[src/rtl/serial_bit_feeder.sv]
`default_nettype none
// ============================================================================
//  Module      : serial_bit_feeder
//  Description : Parallel-to-serial source stage for the lab Moore state
//                machines. A WIDTH-bit word is accepted through a Load/Ready
//                handshake and emitted one bit per Ck on X, qualified by
//                XValid. Done pulses for one cycle at the end of each frame.
//
//  Parameters  : WIDTH      word length in bits (2..32)
//                MSB_FIRST  1: Din[WIDTH-1] leaves first, 0: Din[0] first
//
//  Build macro : SER_PARITY_EN - when defined, an even-parity bit (state PAR)
//                follows the last data bit, so the frame is WIDTH+1 bits.
//
//  Ports       : Ck       in   system clock, rising edge
//                Reset_n  in   asynchronous active-low reset
//                Load     in   accept request, honoured only while Ready=1
//                Din      in   word to serialize, sampled at the accept edge
//                Hold     in   stall; freezes SHIFT (and PAR)
//                Ready    out  1 only in IDLE
//                X        out  serial data bit
//                XValid   out  1 while X carries a frame bit
//                Busy     out  1 in any state other than IDLE
//                Done     out  one-cycle pulse in DONE
//                BitCnt   out  bits already shifted in this frame
//
//  Revision    : 1.0 - initial release
// ============================================================================
module serial_bit_feeder #(
    parameter int WIDTH     = 8,
    parameter bit MSB_FIRST = 1'b1
) (
    input  logic                       Ck,
    input  logic                       Reset_n,
    input  logic                       Load,
    input  logic [WIDTH-1:0]           Din,
    input  logic                       Hold,
    output logic                       Ready,
    output logic                       X,
    output logic                       XValid,
    output logic                       Busy,
    output logic                       Done,
    output logic [$clog2(WIDTH+1)-1:0] BitCnt
);

    localparam int CNT_W = $clog2(WIDTH + 1);
    localparam logic [CNT_W-1:0] c_cnt_last = CNT_W'(WIDTH - 1);
    localparam logic [CNT_W-1:0] c_cnt_one  = CNT_W'(1);

    typedef enum logic [1:0] {
        ST_IDLE  = 2'd0,
        ST_SHIFT = 2'd1,
`ifdef SER_PARITY_EN
        ST_PAR   = 2'd2,
`endif
        ST_DONE  = 2'd3
    } state_t;

    state_t             state_q, state_d;
    logic [WIDTH-1:0]   shreg_q, shreg_d;
    logic [CNT_W-1:0]   cnt_q,   cnt_d;
`ifdef SER_PARITY_EN
    logic               par_q,   par_d;
`endif

    logic               w_head_bit;
    logic [WIDTH-1:0]   w_shifted;

    // The head bit is the one currently on X; shifting moves the next bit
    // into the head position and back-fills with zero.
    generate
        if (MSB_FIRST) begin : g_msb_first
            assign w_head_bit = shreg_q[WIDTH-1];
            assign w_shifted  = {shreg_q[WIDTH-2:0], 1'b0};
        end else begin : g_lsb_first
            assign w_head_bit = shreg_q[0];
            assign w_shifted  = {1'b0, shreg_q[WIDTH-1:1]};
        end
    endgenerate

    // ------------------------------------------------------------------------
    // State register
    // ------------------------------------------------------------------------
    always_ff @(posedge Ck or negedge Reset_n) begin
        if (!Reset_n) begin
            state_q <= ST_IDLE;
            shreg_q <= '0;
            cnt_q   <= '0;
`ifdef SER_PARITY_EN
            par_q   <= 1'b0;
`endif
        end else begin
            state_q <= state_d;
            shreg_q <= shreg_d;
            cnt_q   <= cnt_d;
`ifdef SER_PARITY_EN
            par_q   <= par_d;
`endif
        end
    end

    // ------------------------------------------------------------------------
    // Next-state logic
    // ------------------------------------------------------------------------
    always_comb begin
        state_d = state_q;
        shreg_d = shreg_q;
        cnt_d   = cnt_q;
`ifdef SER_PARITY_EN
        par_d   = par_q;
`endif
        case (state_q)
            ST_IDLE: begin
                if (Load) begin
                    shreg_d = Din;
                    cnt_d   = '0;
                    state_d = ST_SHIFT;
`ifdef SER_PARITY_EN
                    // Parity is taken from the captured word, since the
                    // shifter no longer holds it by the time PAR is reached.
                    par_d   = ^Din;
`endif
                end
            end
            ST_SHIFT: begin
                if (!Hold) begin
                    shreg_d = w_shifted;
                    cnt_d   = cnt_q + c_cnt_one;
                    if (cnt_q == c_cnt_last) begin
`ifdef SER_PARITY_EN
                        state_d = ST_PAR;
`else
                        state_d = ST_DONE;
`endif
                    end
                end
            end
`ifdef SER_PARITY_EN
            ST_PAR: begin
                if (!Hold) begin
                    state_d = ST_DONE;
                end
            end
`endif
            ST_DONE: begin
                state_d = ST_IDLE;
            end
            default: begin
                state_d = ST_IDLE;
            end
        endcase
    end

    // ------------------------------------------------------------------------
    // Moore outputs: decoded from registered state and shifter only
    // ------------------------------------------------------------------------
    always_comb begin
        Ready  = 1'b0;
        Busy   = 1'b1;
        Done   = 1'b0;
        XValid = 1'b0;
        X      = 1'b0;
        BitCnt = cnt_q;
        case (state_q)
            ST_IDLE: begin
                Ready = 1'b1;
                Busy  = 1'b0;
            end
            ST_SHIFT: begin
                XValid = 1'b1;
                X      = w_head_bit;
            end
`ifdef SER_PARITY_EN
            ST_PAR: begin
                XValid = 1'b1;
                X      = par_q;
            end
`endif
            ST_DONE: begin
                Done = 1'b1;
            end
            default: begin
                Busy = 1'b1;
            end
        endcase
    end

endmodule
`default_nettype wire

[config.mk]
export PLATFORM = sky130hd
export DESIGN_NAME = serial_bit_feeder
export DESIGN_NICKNAME = d
export VERILOG_FILES = /design/src/rtl/serial_bit_feeder.sv
export SDC_FILE = /design/constraint.sdc
export NUM_CORES = 1
export LEC_CHECK = 0
export ABC_AREA = 0
export CORE_MARGIN = 4
export CORE_UTILIZATION = 40
export DETAILED_ROUTE_END_ITERATION = 16
export HOLD_SLACK_MARGIN = 0.06
export PLACE_DENSITY = 0.68
export SETUP_SLACK_MARGIN = 0.05
export SLEW_MARGIN = 20
export SYNTH_ARGS = -nofsm -noshare
export SYNTH_HDL_FRONTEND = slang
export SYNTH_SLANG_ARGS = --single-unit
[constraint.sdc]
create_clock -name Ck -period 2 [get_ports Ck]
set_input_delay 0.4 -clock Ck [delete_from_list [all_inputs] [get_ports Ck]]
set_output_delay 0.4 -clock Ck [all_outputs]
set_load 0.01 [all_outputs]
==> flow_metrics.tcl, run 1 <==
set metrics [dict create \
    rr_worst_depth 5 \
    cts_buffer_depth 2 \
    grt_pass1_vias 483 \
    critical_path_class "flop to output pin" \
    leakagePower_nw 0.559 \
    cp-end-kind "output pin" \
    post-dp-hpwl_microns 1100 \
    grt_pass1_wl_microns 2370 \
    antenna_cells 0 \
    yosys_warnings 0 \
    syn_area_per_cell_sq_um 12.7 \
    synth_top_area_share_pct 45.9 \
    min_period_ns 1.85 \
    timing.rr.start "state_q[0]$_DFFE_PN0P_" \
    drc 0 \
    clock_skew_ns 0.00689 \
    grt_max_degree 15 \
    clkSlewWorstSetupHoldPaths_ns 0.09 \
    cp_data_required_time_ns 1.60 \
    gp_congestion 0.763 \
    core_sq_mm 0.00176 \
    cts_max_level 1 \
    cts.sinks 14 \
    ioPinCount 21 \
    slew_headroom_pct 58.4 \
    setup_viol 0 \
    rows 15 \
    cp_max_fo 6 \
    cts_tree "yes" \
    antenna_found_initial 0 \
    finalCritPeriodShare_pct 92.3 \
    crit_path_end "Done" \
    status "finished clean" \
    firstDrtPassIters 4 \
    grt-ovfl-total 0 \
    seq_area_frac_synth_pct 45.9 \
    synth_cell_type_count 21 \
    peakVddDrop_mv 0.860 \
    r2r_setup_slack_ns 0.51 \
    start_kind "flop" \
    synth_fp_nets 73 \
    grt_use_total_pct 12.6 \
    start_util_pct 43.3 \
    drive_gt1_share_pct 29.9 \
    num_vias 512 \
    arrival_ns 1.45 \
    crit_start "state_q[0]$_DFFE_PN0P_" \
    r2r_end "shreg_q[0]$_DFFE_PN0P_" \
    drt_iter0_drc 3 \
    final_util_pct 61.0 \
    worst_pin_slew_ns 0.622 \
    synthTopCellsByArea "dfrtp_1 (46%), mux2_4 (28%), mux2i_1 (2.6%)" \
    syn_area_sq_um 763 \
    maxSlewViolCount 0 \
    wl_microns 1490 \
    vias_per_cell 4.57 \
    fin_nets 101 \
    yosysTopAreaCell "dfrtp_1" \
    fill_cells 179 \
    portBuffers 20 \
    numCtsBuffers 3 \
    die_area_sq_mm 0.00267 \
    avgRoutedWirePerCell_microns 13.3 \
    clk_latency_ns 0.28 \
    tns_ns 0 \
    max_freq_ghz 0.542 \
    die_h_microns 51.7 \
    area_growth_pct 41.0 \
    synth_cells 60 \
    maxCapViolCount 0 \
    hold_path_class "flop to flop" \
    root_buffer "clkbuf_4" \
    dieWidth_microns 51.7 \
    finalHoldViolations 0 \
    ant_nets 0 \
    rsz0062_at_grt "no" \
    power_density_mw_per_mm2 1290 \
    ys_ff_latch 14 \
]
## sequential cells by signal, summed over array words and instances, names as in the netlist
name and cells:
state_q 2, shreg_q 8, BitCnt 4
## report_power, final
group | internal (mW) | switching, mW | leakage [nW]
combinational | 0.463 | 0.251 | 0.361
sequential | 0.387 | 0.0843 | 0.177
clock | 0.111 | 0.0902 | 0.0210
total | 0.961 | 0.426 | 0.559
## worst min-delay path by stage
stage / start / depth (start not counted) / end / slack [ns]
floorplan: Reset_n / 0 / BitCnt[0]$_DFFE_PN0P_ / 0.10
CTS: BitCnt[3]$_DFFE_PN0P_ / 1 / state_q[1]$_DFFE_PN0P_ / 0.47
finish: BitCnt[3]$_DFFE_PN0P_ / 1 / state_q[1]$_DFFE_PN0P_ / 0.46
global placement: BitCnt[3]$_DFFE_PN0P_ / 1 / state_q[1]$_DFFE_PN0P_ / 0.46
detailed placement: BitCnt[3]$_DFFE_PN0P_ / 1 / state_q[1]$_DFFE_PN0P_ / 0.46
global route: BitCnt[3]$_DFFE_PN0P_ / 1 / state_q[1]$_DFFE_PN0P_ / 0.48
## per-stage QoR
| stage | worst slack [ns] | instances | instance area (sq um) | power, mW | hold slack, ns |
|---|---|---|---|---|---|
| after floorplan | 0.595 | 60 | 763 | 0.923 | 0.104 |
| after global placement | 0.190 | 106 | 1010 | 1.16 | 0.458 |
| after CTS | 0.0516 | 112 | 1070 | 1.40 | 0.470 |
| final | 0.155 | 112 | 1080 | 1.39 | 0.463 |
| after global routing | 0.0781 | 112 | 1080 | 1.49 | 0.482 |
| after detailed placement | 0.198 | 106 | 1010 | 1.18 | 0.463 |
## critical path, stage by stage (launching register included)
cell             delay, ns
dfrtp_1               0.37
buf_4                 0.14
and2_1                0.12
clkdlybuf4s50_1       0.53
## Yosys cell counts
library cell	instances
buf_4	1
or2_1	1
xnor2_1	1
nand2b_1	3
o21ai_1	1
nor3_1	1
mux2_4	14
inv_1	5
a21oi_2	1
nand3_1	1
mux2i_1	2
mux2_1	1
nor2b_1	3
o22ai_1	2
nor2_1	3
and2_1	2
ha_1	1
o21ai_0	1
dfrtp_1	14
buf_6	1
nand2_1	1
## layer usage
| metal | share of wire (%) | vias up | routed length, microns | track usage (%) |
|---|---|---|---|---|
| met2 | 50 | 13 | 742 | 20.1 |
| met3 | 4.0 | 2 | 59 | 4.30 |
| met5 | 0 | - | 0 | 0 |
| li1 | - | 254 | - | - |
| met4 | 2.0 | 0 | 29 | 5.24 |
| met1 | 44 | 243 | 653 | 15.4 |
## timing repair
item / CTS / global route
gates resized for setup: 3 / 2
hold buffers: 0 / 0
hold endpoints to repair: 0 / 0
endpoints found under the setup margin: 3 / 2
setup buffers: 2 / 0
pin swaps: 0 / 0
## cell families after synthesis
kind of cell / Yosys count / share of synthesized area [%]
muxes: 17 / 31.6
DFF: 14 / 45.9
xor gates and xnor gates: 1 / 1.15
adders and majority gates: 1 / 1.64
AOI/OAI and AO/OA: 5 / 4.10
and+or+nand+nor: 15 / 10.7
buffers and inverters: 7 / 4.92
## layout by cell type (no fill, tap or decap), types with 2 or more instances in the layout
master,count
o22ai_1,2
and2_1,2
clkbuf_4,3
mux2_4,14
buf_4,4
dlymetal6s2s_1,2
nor2b_1,2
nand2b_1,3
dfrtp_1,13
nor2_1,3
mux2i_1,2
inv_1,5
clkdlybuf4s50_1,18
## final cells by class
class                   count  area (sq um)  share of cell area, %
inverters                   5          18.8                   1.74
well taps                  25          31.3                   2.91
clock buffers               4          36.3                   3.37
flip-flops and latches     14           352                   32.7
multi-input cells          39           383                   35.6
repair buffers             25           255                   23.7
(Power assumes the default switching activity.)
==> inputs of run 2 (changes only) <==
--- a/config.mk
+++ b/config.mk
@@ -11,6 +11,7 @@
 export DETAILED_ROUTE_END_ITERATION = 16
 export HOLD_SLACK_MARGIN = 0.06
 export PLACE_DENSITY = 0.68
+export REMOVE_ABC_BUFFERS = 1
 export SETUP_SLACK_MARGIN = 0.05
 export SLEW_MARGIN = 20
 export SYNTH_ARGS = -nofsm -noshare
==> run 2 against run 1 <==
Compared with the run above: routed wire length decreased by 8.8%; sequential power is 1% lower; die area is the same; first-iteration DRC count shrank 100%; maximum frequency is 0.89% lower; sequential share of layout area increased by 0.74 points; register-to-register slack got worse by 0.03 ns; critical endpoint is now XValid; combinational power fell by 4.3%; via count decreased by 1.6%; clock power is essentially flat.
==> flow_metrics.tcl, run 2 (synthesis gave the netlist of run 1 again) <==
set metrics [dict create \
    die_area_sq_mm 0.00267 \
    grt-ovfl-total 0 \
    r2r_end "shreg_q[7]$_DFFE_PN0P_" \
    netSwitchingFraction_pct 30.5 \
    grt_use_total_pct 11.3 \
    setup_viol 0 \
    drc 0 \
    core_sq_mm 0.00176 \
    fin_nets 99 \
    cpPeakStageDelay_ns 0.56 \
    start_util_pct 43.3 \
    crit_buf_inv 1 \
    final_common_cell "clkdlybuf4s50_1" \
    grt_pass1_wl_microns 2230 \
    cp-end-kind "output pin" \
    grt_pass1_vias 506 \
    dieWidth_microns 51.7 \
    ant_nets 0 \
    tns_ns 0 \
    fin_area_sq_mm 0.00105 \
    power.net_switching_mw 0.412 \
    crit_slowest_cell "clkdlybuf4s50_1" \
    ioPinCount 21 \
    drt_iter0_drc 0 \
    clock_skew_ns 0.00609 \
    clkSlewWorstSetupHoldPaths_ns 0.09 \
    wl_microns 1360 \
    cp_data_required_time_ns 1.60 \
    status "finished clean" \
    path_cells "nor2b_4, clkdlybuf4s50_1" \
    vias_per_cell 4.58 \
    largest_reg_flops 8 \
    min_to "state_q[1]$_DFFE_PN0P_" \
    portBuffers 20 \
    grt_max_degree 15 \
    max_freq_ghz 0.537 \
    cts.sinks 14 \
    rsz0062_at_grt "no" \
    finalPower_mw 1.35 \
    maxSlewViolCount 0 \
    peakVddDrop_mv 0.654 \
    final.setup.worst_slack_ns 0.138 \
    clock_power_share_pct 15.0 \
    firstDrtPassIters 1 \
    power_density_mw_per_mm2 1280 \
    min_period_ns 1.86 \
    cts_max_level 1 \
    cp_max_fo 7 \
    area_growth_pct 37.9 \
    r2r_setup_slack_ns 0.48 \
    crit_family "buffers and inverters" \
    worst_pin_slew_ns 0.613 \
    die_h_microns 51.7 \
    gr-max-usage-layer "met2" \
    regMostFlops "shreg_q" \
    slew_headroom_pct 59.0 \
    antenna_found_initial 0 \
    use_met3_pct 2.29 \
    critical_path_class "flop to output pin" \
    drive_gt1_share_pct 28.2 \
    min_from "BitCnt[3]$_DFFE_PN0P_" \
    timing.hold.ws_ns 0.458 \
    numCtsBuffers 3 \
    hold_path_class "flop to flop" \
    post-dp-hpwl_microns 1050 \
    leakagePower_nw 0.523 \
    clk_latency_ns 0.27 \
    start_kind "flop" \
    num_vias 504 \
    cts_buffer_depth 2 \
    place_ws_ns 0.201 \
    timing.rr.start "state_q[1]$_DFFE_PN0P_" \
    whs_path_depth 1 \
    use_met2_pct 17.6 \
    placed_area_sq_mm 0.00101 \
    root_buffer "clkbuf_4" \
    rows 15 \
    p_comb_share_pct 50.6 \
    cts_setup_buffers 0 \
    rr_worst_depth 4 \
    finalHoldViolations 0 \
    power.sequential.fraction_pct 34.4 \
    cts_tree "yes" \
    maxCapViolCount 0 \
    gp_congestion 0.761 \
    avgRoutedWirePerCell_microns 12.3 \
    arrival_ns 1.46 \
    power.internal_mw 0.940 \
    layout_common_cells "clkdlybuf4s50_1 (17), mux2_4 (14), dfrtp_1 (13)" \
    antenna_cells 0 \
    finalCritPeriodShare_pct 93.1 \
    grt.met1_usage_pct 14.4 \
]
-- run 2: cell types whose count changed in the layout (fill, tap and decap cells not counted), sizes merged --
cell,delta
dlymetal6s2s,-2
buf,-2
dlygate4sd2,+3
clkdlybuf4s50,-1
-- run 2: cell type report --
cell class              count  area (sq um)
fillers                   165           712
flip-flops and latches     14           352
multi-input cells          39           383
well taps                  25          31.3
clock buffers               4          36.3
inverters                   5          18.8
repair buffers             23           231
-- run 2: how the worst max path moves through the flow --
stage / start / to / slack, ns / cells past startpoint
2_1_floorplan: state_q[0]$_DFFE_PN0P_ / shreg_q[1]$_DFFE_PN0P_ / 0.12 / 3
6_report: state_q[1]$_DFFE_PN0P_ / XValid / 0.14 / 2
4_1_cts: state_q[1]$_DFFE_PN0P_ / XValid / 0.13 / 2
5_1_grt: state_q[1]$_DFFE_PN0P_ / XValid / 0.09 / 2
3_3_place_gp: Hold / shreg_q[0]$_DFFE_PN0P_ / 0.20 / 5
3_5_place_dp: Hold / shreg_q[0]$_DFFE_PN0P_ / 0.20 / 5
-- run 2: repair_timing --
| item | 4_1_cts | 5_1_grt |
|---|---|---|
| endpoints found under the setup margin | 4 | 0 |
| hold buffers | 0 | 0 |
| resized for setup | 6 | 0 |
-- run 2: metal layers --
layer | vias up | part of all wire (%) | wire, microns
met4 | 0 | 1.4 | 19
met5 | - | 0 | 0
met2 | 13 | 45 | 612
li1 | 251 | - | -
met3 | 2 | 5.2 | 71
met1 | 238 | 48 | 650
-- run 2: power groups by stage --
stage	clock, mW	combinational (mW)	sequential, mW
floorplan	0	0.427	0.476
global placement	0	0.687	0.467
detailed placement	0	0.699	0.470
CTS	0.208	0.697	0.467
global route	0.220	0.741	0.482
finish	0.203	0.684	0.464
-- run 2: per-stage QoR --
step	cells	util (%)
after floorplan	58	-
after detailed placement	106	57.3
after CTS	110	59.6
after global routing	110	59.6
final	110	59.6
after global placement	106	57.3
